### src/rtl/bram_burst_loader_pkg.sv
// ---------------------------------------------------------------------------
// bram_burst_loader_pkg
// Shared definitions for the BRAM burst loader slice.
//   PKG_DATA_W  default BRAM word width
//   PKG_ADDR_W  default BRAM address width
//   BRAM_DEPTH  depth of blk_mem_gen_0 (2**PKG_ADDR_W)
//   state_t     loader FSM encoding (IDLE/LOAD/DONE)
// ---------------------------------------------------------------------------
package bram_burst_loader_pkg;

    localparam int unsigned PKG_DATA_W = 32;
    localparam int unsigned PKG_ADDR_W = 3;
    localparam int unsigned BRAM_DEPTH = 2 ** PKG_ADDR_W;

    typedef enum logic [1:0] {
        IDLE = 2'd0,
        LOAD = 2'd1,
        DONE = 2'd2
    } state_t;

endpackage

### src/rtl/bram_burst_loader_rca3.sv
// ---------------------------------------------------------------------------
// rca3
// 3-bit ripple-carry adder shared with the window reader's address chain.
//   a, b  in   3  addends
//   cin   in   1  carry in
//   sum   out  3  a + b + cin (mod 8)
//   cout  out  1  carry out
// ---------------------------------------------------------------------------
module rca3
    import bram_burst_loader_pkg::*;
(
    input  logic [2:0] a,
    input  logic [2:0] b,
    input  logic       cin,
    output logic [2:0] sum,
    output logic       cout
);

    logic [3:0] c;

    assign c[0] = cin;

    for (genvar i = 0; i < 3; i++) begin : g_bit
        assign sum[i]   = a[i] ^ b[i] ^ c[i];
        assign c[i + 1] = (a[i] & b[i]) | (c[i] & (a[i] ^ b[i]));
    end

    assign cout = c[3];

endmodule

### src/rtl/bram_burst_loader.sv
// ---------------------------------------------------------------------------
// bram_burst_loader
// Accepts a burst of NUM_WORDS words on a valid/ready stream and writes them
// into the BRAM at consecutive addresses (mod depth) from start_addr, keeping
// an XOR checksum of the burst.
//   clk, rst_n          clock, asynchronous active-low reset
//   start, start_addr   begin a burst (IDLE only), first BRAM address
//   abort               terminate the burst, back to IDLE
//   s_valid/s_data      source stream, s_ready = word accepted this cycle
//   bram_ena/wea/addr/din  registered BRAM write port (1-cycle latency)
//   busy                burst in progress (LOAD)
//   done                1-cycle pulse, coincides with the final write strobe
//   checksum            XOR of all words accepted in the last/current burst
// ---------------------------------------------------------------------------
module bram_burst_loader
    import bram_burst_loader_pkg::*;
#(
    parameter int unsigned DATA_W    = PKG_DATA_W,
    parameter int unsigned ADDR_W    = PKG_ADDR_W,
    parameter int unsigned NUM_WORDS = 8
) (
    input  logic              clk,
    input  logic              rst_n,
    input  logic              start,
    input  logic [ADDR_W-1:0] start_addr,
    input  logic              abort,
    input  logic              s_valid,
    input  logic [DATA_W-1:0] s_data,
    output logic              s_ready,
    output logic              bram_ena,
    output logic              bram_wea,
    output logic [ADDR_W-1:0] bram_addr,
    output logic [DATA_W-1:0] bram_din,
    output logic              busy,
    output logic              done,
    output logic [DATA_W-1:0] checksum
);

    localparam logic [ADDR_W:0] LAST_BEAT = (ADDR_W + 1)'(NUM_WORDS - 1);

    state_t            state;
    logic [ADDR_W-1:0] wr_addr;
    logic [ADDR_W-1:0] wr_addr_nxt;
    logic [ADDR_W:0]   count;
    logic              beat;

    // abort wins over a simultaneous beat: the word is not taken
    assign s_ready = (state == LOAD) && !abort;
    assign beat    = s_valid && s_ready;
    assign busy    = (state == LOAD);

    // Native 8-deep BRAM reuses the reader's rca3; other depths fall back to +1
    if (2 ** ADDR_W == BRAM_DEPTH) begin : g_rca
        logic addr_cout_unused;
        rca3 u_addr_inc (
            .a    (wr_addr),
            .b    (3'd1),
            .cin  (1'b0),
            .sum  (wr_addr_nxt),
            .cout (addr_cout_unused)
        );
    end else begin : g_add
        assign wr_addr_nxt = wr_addr + ADDR_W'(1);
    end

    always_ff @(posedge clk or negedge rst_n) begin
        if (!rst_n) begin
            state     <= IDLE;
            wr_addr   <= '0;
            count     <= '0;
            checksum  <= '0;
            bram_ena  <= 1'b0;
            bram_wea  <= 1'b0;
            bram_addr <= '0;
            bram_din  <= '0;
            done      <= 1'b0;
        end else begin
            bram_ena <= 1'b0;
            bram_wea <= 1'b0;
            done     <= 1'b0;
            case (state)
                IDLE: begin
                    if (start && !abort) begin
                        state    <= LOAD;
                        wr_addr  <= start_addr;
                        count    <= '0;
                        checksum <= '0;
                    end
                end
                LOAD: begin
                    if (abort) begin
                        state <= IDLE;
                    end else if (beat) begin
                        bram_ena  <= 1'b1;
                        bram_wea  <= 1'b1;
                        bram_addr <= wr_addr;
                        bram_din  <= s_data;
                        wr_addr   <= wr_addr_nxt;
                        count     <= count + (ADDR_W + 1)'(1);
                        checksum  <= checksum ^ s_data;
                        // done is raised together with the final write strobe
                        if (count == LAST_BEAT) begin
                            state <= DONE;
                            done  <= 1'b1;
                        end
                    end
                end
                DONE: state <= IDLE;
                default: state <= IDLE;
            endcase
        end
    end

endmodule

### config.mk
export PLATFORM = sky130hd
export DESIGN_NAME = bram_burst_loader
export DESIGN_NICKNAME = d
export VERILOG_FILES = /design/src/rtl/bram_burst_loader_pkg.sv /design/src/rtl/bram_burst_loader_rca3.sv /design/src/rtl/bram_burst_loader.sv
export SDC_FILE = /design/constraint.sdc
export NUM_CORES = 1
export LEC_CHECK = 0
export ABC_AREA = 1
export CAP_MARGIN = 5
export CORE_MARGIN = 3
export CORE_UTILIZATION = 51
export DETAILED_ROUTE_END_ITERATION = 12
export GPL_ROUTABILITY_DRIVEN = 1
export PLACE_DENSITY = 0.95
export SLEW_MARGIN = 5
export SYNTH_ARGS = -nofsm -noshare
export SYNTH_HDL_FRONTEND = slang
export SYNTH_SLANG_ARGS = --single-unit
### constraint.sdc
create_clock -name clk -period 2.55 [get_ports clk]
set_input_delay 0.51 -clock clk [delete_from_list [all_inputs] [get_ports clk]]
set_output_delay 0.51 -clock clk [all_outputs]
set_load 0.02 [all_outputs]
==> reports/metrics.yaml <==
power_and_ir_drop:
  cellPowerDensity_nw_per_um2: 796
  leakagePower_uw: 0.00255
  irDropWorstVdd_v: 0.000422
sta:
  slew-limit-headroom: 0.723
  worstMarginPinSlew_ns: 0.415
  report.final.slew_viol_count: 0
  fmax_mhz: 443
  setup_violations: 0
  fin_crit_ns: 2.26
  finalHoldViolCount: 0
  final.setup.tns_ns: 0
  fin_skew_ns: 0.0158
  hold_slack_ns: 0.148
  rsz0062_at_grt: "false"
  finalCritPeriodShare: 0.886
worst_setup_path:
  cp_cell_sequence: "clkdlybuf4s50_1 > nor2_1 > clkdlybuf4s50_1"
  r2r.worst_path.cells: 6
  critPathBufInv: 2
  critical-path-slowest-cell: "clkdlybuf4s50_1"
  worstPathArrival_ns: 1.75
  rr_endpoint: "checksum[22]$_DFFE_PN0P_"
  slowest_delay_ns: 0.63
  crit_fanout: 4
  cp-startpoint: "abort"
  worstSetupPathDepth: 3
  cpLargestDelayFamily: "buffers and inverters"
  cp.required_ns: 2.04
  worstSetupEndpoint: "s_ready"
  cp-end-kind: "primary output"
  r2r_start: "state[0]$_DFFE_PN0P_"
  crit_type: "input pin to primary output"
  critPathMostFrequentCell: "clkdlybuf4s50_1"
  rrSetupSlack_ns: 0.96
  start_kind: "input pin"
logic_synthesis:
  synth_xor_area_frac: 0.0191
  synth.area.mux_share: 0
  synth-adder-area-share: 0.00682
  yosysSeqAreaShare: 0.532
  syn_nets: 513
  synthSimpleGateAreaFrac: 0.273
  synth_top_family_by_area: "simple AND/OR/NAND/NOR gates"
  synth_seq_cells: 78
  yosys_warnings: 0
  avgSynthCellArea_um2: 7.79
  syn_area_um2: 3670
  synth_compound_area_frac: 0.0696
  synth_cells: 471
  ys_types: 18
placed_design:
  hpwl_um: 6410
  place_congestion: 0.752
  io_buffers: 111
routing:
  via_per_inst: 5.01
  drc_errors: 0
  ant_nets: 0
  avgRoutedWirePerCell_um: 13.5
  vias: 3399
  dr.pass1.iters: 4
  wl_um: 9140
  drt_iter0_markers: 176
clock_tree:
  ctsLongestPathBuffers: 2
  cts_hold_buf: 0
  clock-sinks: 78
  cts_tree: "built"
  h-tree-depth: 3
  post_cts_buffers: 0
  clock_latency_ns: 0.35
  cts_buffers: 9
  clockRootBuffer: "clkbuf_8"
  cts.repair.resized: 0
  clk_pin_slew_ns: 0.09
floorplanning:
  core-area_um2: 6870
  initial_utilization: 0.534
  ios: 112
  die_y_um: 90.8
  die_area_um2: 8240
  die-width_um: 90.8
  num_rows: 30
finish:
  area_growth_pct: 37.6
  layout-drive-gt1-share: 0.0464
  nNetsFinal: 619
  final_core_util: 0.735
  fillers: 497
  num_antenna_cells: 0
global_routing:
  grt_pass1_wl_um: 15600
  grt.overflow.total: 0
  first_global_vias: 3375
  globalRouteTotalUtil: 0.230
  antenna_found_initial: 0
  grt_max_degree: 79
run_status:
  status: "complete, no violations"
min_path:
  hold_path.class: "input pin to async pin"
job:
  cap_violations: 0
==> registers in the layout (all words and copies together) (netlist names) <==
register,cells
bram_din,32
checksum,32
count,4
bram_addr,3
wr_addr,3
state,2
bram_wea,1
done,1
==> worst min-delay path by stage <==
stage	start	to	slack, ns	cells after the start
global route	rst_n	bram_din[11]$_DFFE_PN0P_	0.19	2
detailed placement	bram_din[14]$_DFFE_PN0P_	bram_din[14]$_DFFE_PN0P_	0.46	2
CTS	rst_n	bram_din[11]$_DFFE_PN0P_	0.19	2
global placement	bram_din[14]$_DFFE_PN0P_	bram_din[14]$_DFFE_PN0P_	0.46	2
finish	rst_n	bram_din[11]$_DFFE_PN0P_	0.15	2
floorplan	rst_n	bram_addr[0]$_DFFE_PN0P_	0.21	0
==> metal layers <==
metal / global-route usage / wire length (um) / vias to the layer above
li1: - / - / 1660
met1: 0.292 / 3790 / 1627
met2: 0.387 / 4630 / 95
met3: 0.0508 / 569 / 17
met4: 0.0817 / 146 / 0
met5: 0 / 0 / -
==> cells in the mapped netlist <==
cell      number  share of area
xor2_1         8          0.019
buf_2         12          0.016
nand3_2        1         0.0027
ha_1           2         0.0068
buf_6          3         0.0092
nand2_1      198           0.20
buf_4          3         0.0061
nand3_1       41          0.056
nor4_1         2         0.0034
clkbuf_2       2         0.0027
clkbuf_1       4         0.0041
nor2_1         5         0.0051
a21oi_1       24          0.033
inv_2          1         0.0010
o21ai_0       27          0.037
dfrtp_1       78           0.53
inv_1         58          0.059
nand4_1        2         0.0034
==> logic make-up (layout without fill, tap and decap cells) <==
logic type / Yosys count / after routing
DFF: 78 / 78
adders and majority gates: 2 / 2
AOI/OAI and AO/OA: 51 / 51
xor gates and xnor gates: 8 / 8
and+or+nand+nor: 249 / 249
buffers and inverters: 83 / 194
==> cells in the final DEF (no fill, tap or decap), drive strengths merged, types with 2 or more instances in the layout <==
cell type      netlist  layout
a21oi               24      24
buf                 18       9
clkbuf               6      11
clkdlybuf4s50        0     110
clkinv               0       2
dfrtp               78      78
ha                   2       2
inv                 59      60
nand2              198     198
nand3               42      42
nand4                2       2
nor2                 5       5
nor4                 2       2
o21ai               27      27
xor2                 8       8
==> per-stage QoR <==
| stage | setup slack (ns) | cells | power, uW | instance area, um^2 |
|---|---|---|---|---|
| after floorplan | 1.19 | 471 | 2370 | 3670 |
| after global placement | 0.313 | 662 | 3020 | 4840 |
| after detailed placement | 0.291 | 662 | 3080 | 4840 |
| after CTS | 0.294 | 678 | 4040 | 5050 |
| after global routing | 0.220 | 678 | 4240 | 5050 |
| final | 0.291 | 678 | 4020 | 5050 |
==> power by group <==
part / switching, uW / internal [uW] / total, uW
clock network: 457 / 506 / 963
logic: 729 / 636 / 1360
registers: 197 / 1490 / 1690
==> area by class of cell <==
cell class	count	area, um^2	share of cell area
clock inverter	5	56.3	0.0112
timing repair buffer	119	1190	0.236
sequential	78	1950	0.387
multi-input combinational	310	1350	0.268
tap	96	120	0.0238
clock buffer	11	151	0.0300
inverter	59	221	0.0439
No activity file was read; power rests on OpenSTA's default activity.
